File: src/rtl/gmii_rx_mac.sv
// GMII receive MAC: preamble/SFD check, payload stream out, CRC-32/length checks, frame stats.
// Latency: payload byte k leaves one cycle after byte k+D is sampled (D=5 with FCS strip, else 1).
// Backpressure: none; the output stream follows the line rate and cannot be stalled.
`timescale 1ns/1ps
module gmii_rx_mac #(
  parameter int MIN_LEN      = 64,
  parameter int MAX_LEN      = 1518,
  parameter int MIN_PREAMBLE = 7,
  parameter int STRIP_FCS    = 1,
  parameter int CNT_W        = 32
) (
  input  logic             clk_125m,
  input  logic             rst,
  input  logic             rx_dv,
  input  logic             rx_er,
  input  logic [7:0]       rxd,
  output logic [7:0]       m_data,
  output logic             m_valid,
  output logic             m_last,
  output logic             frame_done,
  output logic             frame_good,
  output logic             crc_err,
  output logic             runt_err,
  output logic             oversize_err,
  output logic             phy_err,
  output logic [15:0]      frame_len,
  output logic             pre_err,
  output logic [CNT_W-1:0] good_cnt,
  output logic [CNT_W-1:0] bad_cnt
);

  // Holding back the last D bytes lets the FCS be dropped without knowing the frame length up front.
  localparam int D = (STRIP_FCS != 0) ? 5 : 1;

  localparam logic [15:0] D_L        = 16'(D);
  localparam logic [15:0] MIN_LEN_L  = 16'(MIN_LEN);
  localparam logic [15:0] MAX_LEN_L  = 16'(MAX_LEN);
  localparam logic [3:0]  MIN_PRE_L  = 4'(MIN_PREAMBLE);
  localparam logic [31:0] CRC_RESIDUE = 32'hDEBB20E3;

  localparam logic [1:0] S_IDLE     = 2'd0;
  localparam logic [1:0] S_PREAMBLE = 2'd1;
  localparam logic [1:0] S_DATA     = 2'd2;
  localparam logic [1:0] S_DROP     = 2'd3;

  logic [1:0]  state;
  logic [3:0]  pre_cnt;
  logic [15:0] len;
  logic [31:0] crc;
  logic [7:0]  dline [D];
  logic        phy_sticky;
  // Cleared by reset; set once rx_dv has been seen low, so a frame already in flight at reset release is dropped.
  logic        armed;

  logic end_crc_err;
  logic end_runt_err;
  logic end_over_err;
  logic end_good;

  // One byte of reflected CRC-32, LSB of the data byte first.
  function automatic logic [31:0] crc_byte(input logic [31:0] c, input logic [7:0] d);
    logic [31:0] r;
    r = c;
    for (int i = 0; i < 8; i++) begin
      if (r[0] ^ d[i]) r = (r >> 1) ^ 32'hEDB88320;
      else             r = r >> 1;
    end
    return r;
  endfunction

  // End-of-frame verdict from the state accumulated over the frame.
  always_comb begin
    end_crc_err  = (crc != CRC_RESIDUE);
    end_runt_err = (len < MIN_LEN_L) || (len < D_L);
    end_over_err = (len > MAX_LEN_L);
    end_good     = !(end_crc_err || end_runt_err || end_over_err || phy_sticky);
  end

  // Receive FSM, delay line, checks, result registers and statistics.
  always_ff @(posedge clk_125m or posedge rst) begin
    if (rst) begin
      state        <= S_IDLE;
      pre_cnt      <= 4'd0;
      len          <= 16'd0;
      crc          <= 32'd0;
      phy_sticky   <= 1'b0;
      armed        <= 1'b0;
      for (int i = 0; i < D; i++) dline[i] <= 8'h00;
      m_data       <= 8'h00;
      m_valid      <= 1'b0;
      m_last       <= 1'b0;
      frame_done   <= 1'b0;
      frame_good   <= 1'b0;
      crc_err      <= 1'b0;
      runt_err     <= 1'b0;
      oversize_err <= 1'b0;
      phy_err      <= 1'b0;
      frame_len    <= 16'd0;
      pre_err      <= 1'b0;
      good_cnt     <= '0;
      bad_cnt      <= '0;
    end else begin
      m_valid    <= 1'b0;
      m_last     <= 1'b0;
      frame_done <= 1'b0;
      pre_err    <= 1'b0;
      if (!rx_dv) armed <= 1'b1;

      case (state)
        S_IDLE: begin
          if (rx_dv) begin
            if (!armed) begin
              state <= S_DROP;
            end else if (rxd == 8'h55) begin
              state   <= S_PREAMBLE;
              pre_cnt <= 4'd1;
            end else begin
              state   <= S_DROP;
              pre_err <= 1'b1;
            end
          end
        end

        S_PREAMBLE: begin
          if (!rx_dv) begin
            pre_err <= 1'b1;
            state   <= S_IDLE;
          end else if (rxd == 8'h55) begin
            if (pre_cnt != 4'hF) pre_cnt <= pre_cnt + 4'd1;
          end else if (rxd == 8'hD5 && pre_cnt >= MIN_PRE_L) begin
            state      <= S_DATA;
            len        <= 16'd0;
            crc        <= 32'hFFFFFFFF;
            phy_sticky <= 1'b0;
          end else begin
            pre_err <= 1'b1;
            state   <= S_DROP;
          end
        end

        S_DATA: begin
          if (rx_dv) begin
            if (len != 16'hFFFF) len <= len + 16'd1;
            crc <= crc_byte(crc, rxd);
            if (rx_er) phy_sticky <= 1'b1;
            if (len >= D_L) begin
              m_valid <= 1'b1;
              m_data  <= dline[D-1];
            end
            for (int i = D - 1; i > 0; i--) dline[i] <= dline[i-1];
            dline[0] <= rxd;
          end else begin
            if (len >= D_L) begin
              m_valid <= 1'b1;
              m_last  <= 1'b1;
              m_data  <= dline[D-1];
            end
            frame_done   <= 1'b1;
            frame_len    <= len;
            crc_err      <= end_crc_err;
            runt_err     <= end_runt_err;
            oversize_err <= end_over_err;
            phy_err      <= phy_sticky;
            frame_good   <= end_good;
            if (end_good) begin
              if (good_cnt != '1) good_cnt <= good_cnt + 1'b1;
            end else begin
              if (bad_cnt != '1) bad_cnt <= bad_cnt + 1'b1;
            end
            for (int i = 0; i < D; i++) dline[i] <= 8'h00;
            len        <= 16'd0;
            crc        <= 32'd0;
            phy_sticky <= 1'b0;
            state      <= S_IDLE;
          end
        end

        default: begin
          if (!rx_dv) state <= S_IDLE;
        end
      endcase
    end
  end

endmodule

File: config.mk
export PLATFORM = sky130hd
export DESIGN_NAME = gmii_rx_mac
export DESIGN_NICKNAME = d
export VERILOG_FILES = /design/src/rtl/gmii_rx_mac.sv
export SDC_FILE = /design/constraint.sdc
export NUM_CORES = 1
export LEC_CHECK = 0
export ABC_CLOCK_PERIOD_IN_PS = 6800
export BUFFER_PORTS_ARGS = -buffer_cell sky130_fd_sc_hd__buf_2
export CORE_MARGIN = 2
export CORE_UTILIZATION = 59
export DETAILED_ROUTE_END_ITERATION = 8
export MAX_ROUTING_LAYER = met4
export PLACE_DENSITY_LB_ADDON = 0.25
export SETUP_SLACK_MARGIN = 0.5
export SYNTH_ARGS = -nofsm -noshare
export SYNTH_HDL_FRONTEND = slang
export SYNTH_SLANG_ARGS = --single-unit
File: constraint.sdc
create_clock -name clk_125m -period 6.8 [get_ports clk_125m]
set_input_delay 0.68 -clock clk_125m [delete_from_list [all_inputs] [get_ports clk_125m]]
set_output_delay 0.68 -clock clk_125m [all_outputs]
set_load 0.1 [all_outputs]
==> summary.txt, run 1 <==
Global routing
  • Largest net degree at the start of global routing: 113
  • GRT Util Overall: 24.6%
  • Initial antenna violation count: 0
  • First-pass GRT wire length: 32,000 µm
  • Vias in the first global route: 6,440
  • Remaining Overflow, GRT: 0

Routing
  • WL/cell: 15.6 µm
  • Vias: 7,074
  • DR DRC count: 0
  • DRT Pass-1 Iters: 6
  • Antenna Nets Post-Route: 0
  • Iteration-0 DRC Markers: 702
  • Via/cell ratio: 5.58
  • Total Wirelength: 19,700 µm

Final layout
  • Net count, final: 1,058
  • Ant diodes: 0
  • Final core utilization: 67.7%
  • Fraction of layout cells with a size suffix above 1: 16.9%
  • Synth-to-layout area growth: 13.6%
  • Commonest non-fill, non-tap cell in the layout: dfrtp_1
  • Fillers: 1,262
  • Most frequent cells in the layout: dfrtp_1 (193), nand2_1 (160), buf_2 (108)

Timing
  • Layout Skew: 0.0158 ns
  • WHS: 0.374 ns
  • Period Utilization, post-route: 50.7%
  • Min Tclk post-route: 3.45 ns
  • Final setup vio count: 0
  • Unrepaired setup endpoints after global routing: false
  • Slew Limit Fails: 0
  • Fmax: 0.290 GHz
  • Total Neg Setup Slack: 0 ns
  • Worst slew margin: 18.2%
  • Hold Vio Cnt, Final: 0
  • Measured slew at the worst slew-check pin: 1.22 ns

Floorplan
  • Die ar.: 16,900 µm²
  • Die H: 130 µm
  • # rows: 46
  • I/O pins: 109
  • Core Box Area: 15,700 µm²
  • Die Wd: 130 µm
  • Starting density of the core: 59.6%

Worst setup path
  • Crit path arrival time: 3.79 ns
  • CP top delay family: simple AND/OR/NAND/NOR gates
  • Ordered cell list for the critical path: and2b_1 -> buf_4 -> nand2_2 -> inv_2 -> nand2_1 -> nor3_1 -> nand3_1 -> nor3_1 -> xor2_1
  • Req. time, crit path: 7.14 ns
  • Startpoint types: flip-flop
  • Reg2reg path depth: 9
  • Crit Path Category: reg -> reg
  • Critical path buffer and inverter count: 2
  • Critical path's slowest cell: dfrtp_1
  • R2R Path End: good_cnt[28]$_DFFE_PP0P_
  • Worst path max stage delay: 0.47 ns
  • Worst-path maximum fanout: 40
  • Critical path depth: 9
  • RR Startpoint: state[0]$_DFFE_PP0P_
  • CP endpoint kind: flip-flop
  • R2r setup slk: 3.35 ns
  • CP most frequent cell: nor3_1

CTS
  • Root buf cell: clkbuf_16
  • Post-CTS Setup Bufs: 0
  • CTS resizes: 0
  • CTS clk-pin slew, worst paths: 0.07 ns
  • Total CTS buffers: 17
  • Hold-fix buffers at CTS: 0
  • H-tree depth: 4
  • Worst skew pair latency: 0.43 ns
  • Clk sinks: 193
  • CTS tree: yes
  • Bufs on Longest Clock Path: 2

Power
  • Clock Power Share: 26.6%
  • Internal power: 2.50 mW
  • Logic pwr share: 36.6%
  • Tot Pwr: 3.87 mW
  • Power per cell area: 364 nW/µm²
  • VDD IR-drop max: 0.394 mV
  • Pleak: 5.16 nW
  • Sw Pwr: 1.37 mW
  • Sw Share: 35.4%
  • Seq pwr share: 36.8%

Worst hold path
  • HP Class: in -> async

Synthesis
  • Area contributors post-synth: dfrtp_1 (52%), xnor2_1 (8.8%), nand2_1 (6.5%)
  • Net Count, Synth: 968
  • Ys Warns: 0
  • Syn Area/Cell: 9.86 µm²
  • Mapped Area: 9360 µm²
  • Share of the synthesized area in the top cell type: 51.6%
  • Seq cells post-synth: 193
  • Synthesized instance count: 950
  • EDFF count, synth: 0
  • Dominant synthesized flop cell: dfrtp_1
  • Netlist cell types: 62
  • Ys async rst share: 100%
  • Most area-hungry cell type in the Yosys netlist: dfrtp_1
  • Register area share after synthesis: 51.6%

Placement
  • Dpl hpwl: 12,800 µm
  • Port buffer count: 108
  • Routability cong.: 0.863

Run
  • Max_cap viols: 0

Outcome
  • Outcome: complete, no violations
-- power groups by stage --
stage	combinational (mW)	sequential (mW)	clock (mW)
2_1_floorplan	1.06	1.54	0
3_5_place_dp	1.38	1.44	0
4_1_cts	1.41	1.42	1.05
3_3_place_gp	1.38	1.44	0
5_1_grt	1.53	1.44	1.09
6_report	1.41	1.42	1.03
-- state kept, by name (all words and copies together), names as in the netlist, 2 cells and up --
| name | count |
|---|---|
| dline | 40 |
| bad_cnt | 32 |
| crc | 32 |
| good_cnt | 32 |
| frame_len | 16 |
| len | 16 |
| m_data | 8 |
| pre_cnt | 4 |
| state | 2 |
-- worst register-to-register path, cell delays in order, from the launching register on --
cell,delay (ns)
dfrtp_1,0.47
and2b_1,0.23
buf_4,0.35
nand2_2,0.46
inv_2,0.43
nand2_1,0.15
nor3_1,0.41
nand3_1,0.31
nor3_1,0.36
xor2_1,0.20
-- metal layers --
| metal | vias up | part of all wire [%] | track usage [%] | routed length, µm |
|---|---|---|---|---|
| met2 | 196 | 48 | 37.0 | 9400 |
| met5 | - | 0 | - | 0 |
| met3 | 30 | 4.7 | 3.94 | 931 |
| met4 | 0 | 1.6 | 8.41 | 321 |
| li1 | 3414 | - | - | - |
| met1 | 3434 | 46 | 34.4 | 9090 |
-- how the worst max path moves through the flow --
stage / from / end / slack, ns
after floorplan: rst / armed$_DFFE_PP0N_ / 0.86
after global routing: state[0]$_DFFE_PP0P_ / good_cnt[28]$_DFFE_PP0P_ / 3.01
after detailed placement: rx_dv / good_cnt[28]$_DFFE_PP0P_ / 3.11
after global placement: rx_dv / good_cnt[30]$_DFFE_PP0P_ / 3.24
final: state[0]$_DFFE_PP0P_ / good_cnt[28]$_DFFE_PP0P_ / 3.35
after CTS: state[0]$_DFFE_PP0P_ / good_cnt[28]$_DFFE_PP0P_ / 3.41
-- stage by stage --
step	cells	instance area, µm²	setup WS (ns)
2_1_floorplan	950	9360	0.864
3_3_place_gp	1237	10000	3.24
6_report	1268	10600	3.35
3_5_place_dp	1237	10000	3.11
4_1_cts	1268	10600	3.41
5_1_grt	1268	10600	3.01
-- layout make-up --
type	instances	area [µm²]	share of cell area (%)
inverters	14	60.1	0.565
well taps	216	270	2.54
clock inverters	11	153	1.44
multi-input cells	699	4270	40.2
repair buffers	115	593	5.58
flip-flops and latches	193	4830	45.4
clock buffers	20	457	4.29
-- cells by family (layout without fill, tap and decap cells) --
kind of cell | Yosys count | in the layout | share of synthesized area (%)
buffers and inverters | 58 | 160 | 2.79
adder cells (fa/ha/maj) | 6 | 6 | 0.802
XOR/XNOR | 143 | 143 | 14.8
flip-flops | 193 | 193 | 51.6
AND/OR/NAND/NOR | 451 | 451 | 23.1
AO/OA/AOI/OAI | 88 | 88 | 5.60
multiplexers | 11 | 11 | 1.32
-- cells in the mapped netlist (all sizes together), types with 3 or more instances --
cell type  instances
nor4              13
mux2              11
and3              16
nor4bb             4
o21ai             27
inv               14
or3                4
nand2b             4
nor4b              3
o21a               5
and4               5
ha                 6
nor2              85
clkbuf            23
nand2            162
xnor2            101
nand3             67
a21oi             39
buf               21
nor3              26
nand4             42
dfrtp            193
xor2              40
a31oi              3
and2               7
(Power assumes the default switching activity.)
==> run 2: changes to the inputs <==
--- a/config.mk
+++ b/config.mk
@@ -5,10 +5,10 @@
 export SDC_FILE = /design/constraint.sdc
 export NUM_CORES = 1
 export LEC_CHECK = 0
-export ABC_CLOCK_PERIOD_IN_PS = 6800
+export ABC_CLOCK_PERIOD_IN_PS = 3000
 export BUFFER_PORTS_ARGS = -buffer_cell sky130_fd_sc_hd__buf_2
 export CORE_MARGIN = 2
-export CORE_UTILIZATION = 59
+export CORE_UTILIZATION = 53
 export DETAILED_ROUTE_END_ITERATION = 8
 export MAX_ROUTING_LAYER = met4
 export PLACE_DENSITY_LB_ADDON = 0.25
==> constraint.sdc (replaced) <==
create_clock -name clk_125m -period 3 [get_ports clk_125m]
set_input_delay 0.3 -clock clk_125m [delete_from_list [all_inputs] [get_ports clk_125m]]
set_output_delay 0.3 -clock clk_125m [all_outputs]
set_load 0.1 [all_outputs]
==> run 2 against run 1 <==
  * Design area grew 3.2%
  * Sequential power grew 130%
  * First-iteration DRC count shrank 21%
  * Maximum frequency grew 44%
  * Highest routed layer unchanged
==> summary.txt, run 2 (synthesis results as in run 1) <==
Final layout
  • Flip-flop count of the largest register after layout: 40 (unchanged)
  • Ant diodes: 0 (unchanged)
  • Synth-to-layout area growth: 17.3%
  • Largest Register: dline
  • Most frequent cells in the layout: dfrtp_1 (192), nand2_1 (159), buf_2 (108)
  • Net count, final: 1,081 (+2.2%)
  • Fillers: 1,458 (+16%)
  • Fraction of layout cells with a size suffix above 1: 20.5% (+3.6 points)
  • Area of the multi-input gates: 4450 µm² (+4.1%)
  • Register area: 4830 µm² (about the same)
  • Commonest non-fill, non-tap cell in the layout: dfrtp_1
  • Finished Layout Cells: 1,299 (+2.4%)

Timing
  • Period Utilization, post-route: 80.0% (+29 points)
  • Layout Skew: 0.0106 ns (-0.00517 ns)
  • Worst slew margin: 45.7% (+27 points)
  • Total Neg Setup Slack: 0 ns (unchanged)
  • Measured slew at the worst slew-check pin: 0.808 ns (-0.415 ns)
  • Hold Vio Cnt, Final: 0 (unchanged)
  • Final setup vio count: 0 (unchanged)
  • Min Tclk post-route: 2.40 ns (-1.05 ns)
  • Fmax: 0.417 GHz (+44%)
  • Unrepaired setup endpoints after global routing: true
  • Slew Limit Fails: 0 (unchanged)

Power
  • Power per cell area: 788 nW/µm² (+120%)
  • Seq pwr share: 37.4% (+0.6 points)
  • Pleak: 5.29 nW (+2.7%)
  • Clock Power Share: 25.3% (-1.3 points)
  • Sw Share: 35.5% (+0.11 points)
  • VDD IR-drop max: 0.798 mV (+100%)
  • Internal power: 5.58 mW (+120%)
  • Logic pwr share: 37.3% (+0.7 points)
  • Sw Pwr: 3.07 mW (+120%)

CTS
  • CTS tree: yes
  • CTS clk-pin slew, worst paths: 0.07 ns (about the same)
  • Bufs on Longest Clock Path: 2 (unchanged)
  • H-tree depth: 4 (unchanged)
  • Worst skew pair latency: 0.43 ns (about the same)
  • Total CTS buffers: 17 (unchanged)
  • Clk sinks: 193 (unchanged)
  • Root buf cell: clkbuf_16
  • Hold-fix buffers at CTS: 0 (unchanged)

Routing
  • Total Wirelength: 20,700 µm (+5.1%)
  • Vias: 7,224 (+2.1%)
  • Antenna Nets Post-Route: 0 (unchanged)
  • WL/cell: 16.0 µm (+2.6%)
  • DR DRC count: 0 (unchanged)
  • DRT Pass-1 Iters: 5 (-1)
  • Iteration-0 DRC Markers: 556 (-21%)
  • Via/cell ratio: 5.56 (-0.32%)

Worst setup path
  • Worst-path maximum fanout: 16 (-60%)
  • Reg2reg path depth: 7 (-2)
  • CP endpoint kind: flip-flop
  • Worst path max stage delay: 0.58 ns (+0.11 ns)
  • R2R Path End: bad_cnt[1]$_DFFE_PP0P_
  • Startpoint types: flip-flop
  • Crit Path Category: reg -> reg
  • Ordered cell list for the critical path: or4_4 -> o311ai_4 -> a2111oi_2 -> buf_4 -> a211oi_4 -> buf_12 -> mux2_2
  • Crit path arrival time: 2.71 ns (-1.08 ns)
  • R2r setup slk: 0.60 ns (-2.75 ns)
  • RR Startpoint: len[8]$_DFFE_PP0P_
  • Req. time, crit path: 3.31 ns (-3.83 ns)
  • Critical path's slowest cell: or4_4

Floorplan
  • # rows: 48 (+4.3%)
  • Die ar.: 18,700 µm² (+11%)
  • Die H: 137 µm (+5.3%)
  • Die Wd: 137 µm (+5.3%)
  • Starting density of the core: 54.1% (-5.5 points)
  • Core Box Area: 17,300 µm² (+10%)
  • I/O pins: 109 (unchanged)

Run
  • Max_cap viols: 0 (unchanged)

Outcome
  • Outcome: complete, no violations

Placement
  • Placed cell count: 1,262 (+2.0%)
  • Routability cong.: 0.859 (-0.44%)
  • Dpl hpwl: 13,500 µm (+5.5%)
  • Port buffer count: 108 (unchanged)

Global routing
  • Remaining Overflow, GRT: 0 (unchanged)
  • Vias in the first global route: 6,726 (+4.4%)
  • First-pass GRT wire length: 34,000 µm (+6.3%)
  • Initial antenna violation count: 0 (unchanged)
  • GRT Util Overall: 23.6% (-1.0 points)
  • Largest net degree at the start of global routing: 109 (-3.5%)

Worst hold path
  • HP Class: in -> async
run 2: cell types whose count changed in the layout (fill, tap and decap cells not counted), moves of 3 or more:
cell and change:
buf_4 +19, nor4_1 -4, buf_12 +3, nor3_1 -3, nor3_2 +3
run 2: layout make-up:
cell class | instances | share of cell area (%)
clock buffers | 21 | 4.10
clock inverters | 9 | 0.992
inverters | 14 | 0.558
multi-input cells | 700 | 40.5
flip-flops and latches | 193 | 44.0
well taps | 225 | 2.56
repair buffers | 137 | 7.25
run 2: worst max-delay path: cells and delay by family, from the launching register on:
kind	cells	cell delay, ns
compound gates	3	0.57
buf+inv	2	0.37
flops	1	0.43
mux	1	0.33
simple gates	1	0.58
run 2: worst max path at each step:
| stage | slack (ns) | start | endpoint | cells after the start |
|---|---|---|---|---|
| floorplan | 0.21 | rst | armed$_DFFE_PP0N_ | 1 |
| global placement | 0.05 | len[8]$_DFFE_PP0P_ | bad_cnt[1]$_DFFE_PP0P_ | 6 |
| detailed placement | 0.02 | len[8]$_DFFE_PP0P_ | bad_cnt[1]$_DFFE_PP0P_ | 6 |
| CTS | 0.50 | crc[2]$_DFFE_PP0P_ | good_cnt[4]$_DFFE_PP0P_ | 7 |
| global route | 0.46 | state[0]$_DFFE_PP0P_ | good_cnt[29]$_DFFE_PP0P_ | 8 |
| finish | 0.60 | len[8]$_DFFE_PP0P_ | bad_cnt[1]$_DFFE_PP0P_ | 7 |
run 2: through the flow:
step	hold WS, ns	cell area [µm²]	utilization (%)	worst slack [ns]	power (mW)
floorplan	0.433	9370	-	0.208	5.88
global route	0.0619	11000	63.5	0.463	9.14
CTS	0.0502	10800	62.7	0.501	8.69
detailed placement	0.453	10200	58.9	0.0216	6.45
global placement	0.446	10200	58.9	0.0511	6.40
finish	0.0161	11000	63.5	0.600	8.65
run 2: metal layers:
metal  up-vias  routed length [µm]  global-route usage (%)
met1      3555                9600                    33.5
met2       203                9850                    35.1
li1       3449                   -                       -
met3        17                1060                    4.67
met5         -                   0                       -
met4         0                 235                    6.13
run 2: power groups by stage:
stage	Sequential (mW)	Clock (mW)	Combinational [mW]
after detailed placement	3.27	0	3.18
after CTS	3.22	2.24	3.23
final	3.24	2.19	3.23
after floorplan	3.49	0	2.39
after global placement	3.26	0	3.14
after global routing	3.28	2.36	3.50
run 2: repair_timing:
action,4_1_cts,5_1_grt
endpoints found under the hold margin,0,0
setup buffers,5,1
pin swaps,2,2
cloned,1,0
endpoints found under the setup margin,57,44
resized for setup,9,23
==> run 3: changes to the inputs <==
--- a/config.mk
+++ b/config.mk
@@ -5,10 +5,11 @@
 export SDC_FILE = /design/constraint.sdc
 export NUM_CORES = 1
 export LEC_CHECK = 0
-export ABC_CLOCK_PERIOD_IN_PS = 3000
+export ABC_AREA = 1
+export ABC_CLOCK_PERIOD_IN_PS = 2200
 export BUFFER_PORTS_ARGS = -buffer_cell sky130_fd_sc_hd__buf_2
 export CORE_MARGIN = 2
-export CORE_UTILIZATION = 53
+export CORE_UTILIZATION = 54
 export DETAILED_ROUTE_END_ITERATION = 8
 export MAX_ROUTING_LAYER = met4
 export PLACE_DENSITY_LB_ADDON = 0.25
==> constraint.sdc (replaced) <==
create_clock -name clk_125m -period 2.2 [get_ports clk_125m]
set_input_delay 0.22 -clock clk_125m [delete_from_list [all_inputs] [get_ports clk_125m]]
set_output_delay 0.22 -clock clk_125m [all_outputs]
set_load 0.1 [all_outputs]
==> run 3 against run 2 <==
  * Count of clock-buffer cells in the layout decreased by 4
  * Synthesized cell count increased by 64%
  * Combinational power increased to 2.8 times the previous value
  * Largest power group is now combinational cells
  * Critical path type unchanged
  * Sequential cell count unchanged
==> summary.txt, run 3 <==
Global routing
  • GRT Util Overall: 32.0% (+8.4 points)
  • Largest net degree at the start of global routing: 135 (+24%)
  • Remaining Overflow, GRT: 0 (unchanged)
  • Met1 usage: 43.3% (+9.8 points)
  • Met2 GRT Util: 50.1% (+15 points)
  • First-pass GRT wire length: 54,800 µm (+61%)
  • Gr busiest metal: met2
  • Initial antenna violation count: 0 (unchanged)
  • Met3 global-route usage: 4.20% (-0.46 points)
  • Vias in the first global route: 10,940 (+63%)

Placement
  • Pre-CTS setup slack: -0.0178 ns (-0.0393 ns)
  • Dpl hpwl: 21,200 µm (+58%)
  • Port buffer count: 108 (unchanged)
  • Routability cong.: 0.997 (+16%)

Routing
  • Via/cell ratio: 5.64 (+1.4%)
  • Total Wirelength: 34,800 µm (+68%)
  • DR DRC count: 0 (unchanged)
  • Iteration-0 DRC Markers: 1,261 (+130%)
  • DRT Pass-1 Iters: 6 (+1)
  • Vias: 11,710 (+62%)
  • Antenna Nets Post-Route: 0 (unchanged)
  • WL/cell: 16.8 µm (+5.1%)

Outcome
  • Outcome: complete, no violations

Synthesis
  • Seq cells post-synth: 193 (unchanged)
  • Dominant synthesized flop cell: dfrtp_1
  • Most area-hungry cell type in the Yosys netlist: dfrtp_1
  • Ys Warns: 0 (unchanged)
  • Netlist cell types: 43 (-31%)
  • Ys async rst share: 100% (unchanged)
  • Register area share after synthesis: 43.0% (-8.6 points)
  • EDFF count, synth: 0 (unchanged)
  • Net Count, Synth: 1,574 (+63%)
  • Syn Area/Cell: 7.22 µm² (-27%)
  • Area contributors post-synth: dfrtp_1 (43%), nand2_1 (18%), inv_1 (5.5%)
  • Synthesized instance count: 1,556 (+64%)
  • Mapped Area: 11,200 µm² (+20%)
  • Share of the synthesized area in the top cell type: 43.0% (-8.6 points)
  • Most numerous cell in the Yosys netlist: nand2_1
  • Commonest cells in the netlist: nand2_1 (527), dfrtp_1 (193), inv_1 (166)

Worst setup path
  • Ordered cell list for the critical path: inv_2 -> nand4_1 -> buf_4 -> nor2_4 -> nor2_2 -> nand3_4 -> nor2_8 -> nor2_8 -> buf_12 -> buf_12 -> nand3_1 -> nand2_1
  • Worst path max stage delay: 0.39 ns (-0.19 ns)
  • Critical path's slowest cell: dfrtp_1
  • Critical path depth: 12 (+5)
  • Worst-path maximum fanout: 11 (-5)
  • Crit Path Category: reg -> reg
  • CP endpoint kind: flip-flop
  • Critical path buffer and inverter count: 4 (+2)
  • Req. time, crit path: 2.54 ns (-0.77 ns)
  • Crit path arrival time: 2.24 ns (-0.47 ns)
  • Reg2reg path depth: 12 (+5)
  • Startpoint types: flip-flop
  • CP top delay family: simple AND/OR/NAND/NOR gates

CTS
  • CTS tree: yes
  • CTS clk-pin slew, worst paths: 0.09 ns (+0.02 ns)
  • Bufs on Longest Clock Path: 2 (unchanged)
  • H-tree depth: 4 (unchanged)
  • Root buf cell: clkbuf_16
  • Clk sinks: 193 (unchanged)
  • Total CTS buffers: 17 (unchanged)
  • Worst skew pair latency: 0.46 ns (+0.03 ns)

Final layout
  • Most frequent cells in the layout: nand2_1 (474), dfrtp_1 (177), inv_1 (149)
  • Area of the multi-input gates: 6380 µm² (+43%)
  • Ant diodes: 0 (unchanged)
  • Fraction of layout cells with a size suffix above 1: 28.9% (+8.5 points)
  • Fillers: 1,553 (+6.5%)
  • Commonest non-fill, non-tap cell in the layout: nand2_1
  • Synth-to-layout area growth: 32.3%
  • Net count, final: 1,812 (+68%)
  • Flip-flop count of the largest register after layout: 40 (unchanged)
  • Largest Register: dline
  • Register area: 4850 µm² (+0.39%)

Power
  • Power per cell area: 1170 nW/µm² (+48%)
  • Pleak: 7.38 nW (+39%)
  • VDD IR-drop max: 0.846 mV (+6.0%)
  • Tot Pwr: 17.3 mW (+100%)

Floorplan
  • Die H: 148 µm (+8.3%)
  • I/O pins: 109 (unchanged)
  • Die ar.: 22,000 µm² (+17%)
  • # rows: 52 (+8.3%)
  • Starting density of the core: 55.4% (+1.2 points)
  • Die Wd: 148 µm (+8.3%)
  • Core Box Area: 20,300 µm² (+17%)

Timing
  • WHS: 0.0430 ns (+0.0269 ns)
  • Fmax: 0.526 GHz (+26%)
  • PnR worst setup slack: 0.299 ns (-0.301 ns)
  • Layout Skew: 0.0181 ns (+0.00749 ns)
  • Worst slew margin: 51.9% (+6.2 points)
  • Total Neg Setup Slack: 0 ns (unchanged)
  • Hold Vio Cnt, Final: 0 (unchanged)
  • Period Utilization, post-route: 86.4% (+6.4 points)
  • Final setup vio count: 0 (unchanged)
  • Unrepaired setup endpoints after global routing: true
  • Slew Limit Fails: 0 (unchanged)
  • Min Tclk post-route: 1.90 ns (-0.499 ns)
  • Measured slew at the worst slew-check pin: 0.721 ns (-0.0866 ns)

Worst hold path
  • Hold Path Depth: 3
  • HP Class: in -> reg

Run
  • Max_cap viols: 0 (unchanged)
-- run 3: report_power, final --
| group | switching, mW | internal, mW |
|---|---|---|
| clock network | 1.66 | 1.66 |
| logic | 5.98 | 3.10 |
| registers | 0.580 | 4.36 |
| total | 8.22 | 9.12 |
-- run 3: cells by family (layout without fill, tap and decap cells) --
family	Yosys count	count (layout)	synth area share [%]
xor+xnor	70	70	5.46
buf+inv	226	471	8.25
compound gates	156	156	7.75
fa+ha+maj	6	6	0.668
flops	193	193	43.0
simple gates	905	911	34.9
-- run 3: metrics by stage --
| step | area [µm²] | utilization (%) | std cells |
|---|---|---|---|
| 5_1_grt | 14900 | 73.3 | 2077 |
| 3_5_place_dp | 12200 | 60.1 | 1926 |
| 3_3_place_gp | 12200 | 60.1 | 1926 |
| 2_1_floorplan | 11200 | - | 1556 |
| 6_report | 14900 | 73.3 | 2077 |
| 4_1_cts | 14200 | 69.8 | 2046 |
-- run 3: routing by layer --
layer / wire [µm] / up-vias / share of wire [%]
li1: - / 5494 / -
met1: 14600 / 5448 / 42
met2: 16200 / 620 / 46
met3: 2800 / 148 / 8.0
met4: 1260 / 0 / 3.6
met5: 0 / - / 0
-- run 3: final timing paths --
kind	startpoint	endpoint	slack, ns
max	len[15]$_DFFE_PP0P_	bad_cnt[7]$_DFFE_PP0P_	0.30
min	rx_er	phy_sticky$_DFFE_PP0P_	0.04
max reg2reg	len[15]$_DFFE_PP0P_	bad_cnt[7]$_DFFE_PP0P_	0.30
min reg2reg	frame_len[7]$_DFFE_PP0P_	frame_len[7]$_DFFE_PP0P_	0.47
max in group asynchronous	rst	len[2]$_DFFE_PP0P_	1.06
min in group asynchronous	rst	frame_done$_DFF_PP0_	0.45
-- run 3: worst min-delay path, delay by kind of cell --
family | cells | cell delay (ns)
AND/OR/NAND/NOR | 1 | 0.07
AO/OA/AOI/OAI | 1 | 0.06
buffers and inverters | 1 | 0.11
-- run 3: cell type report --
cell class	instances	share of cell area, %
Sequential cell	193	32.6
Clock inverter	15	1.46
Timing Repair Buffer	259	13.2
Multi-Input combinational cell	1143	42.9
Timing Repair inverter	1	0.0505
Tap cell	270	2.27
Inverter	179	4.64
Clock buffer	17	2.86
-- run 3: what timing repair did --
action | in CTS | in global routing
hold endpoints to repair | 59 | 0
hold buffers | 1 | 0
endpoints found under the setup margin | 124 | 126
cloned | 9 | 2
pin swaps | 31 | 47
setup buffers | 78 | 29
resized for setup | 147 | 137
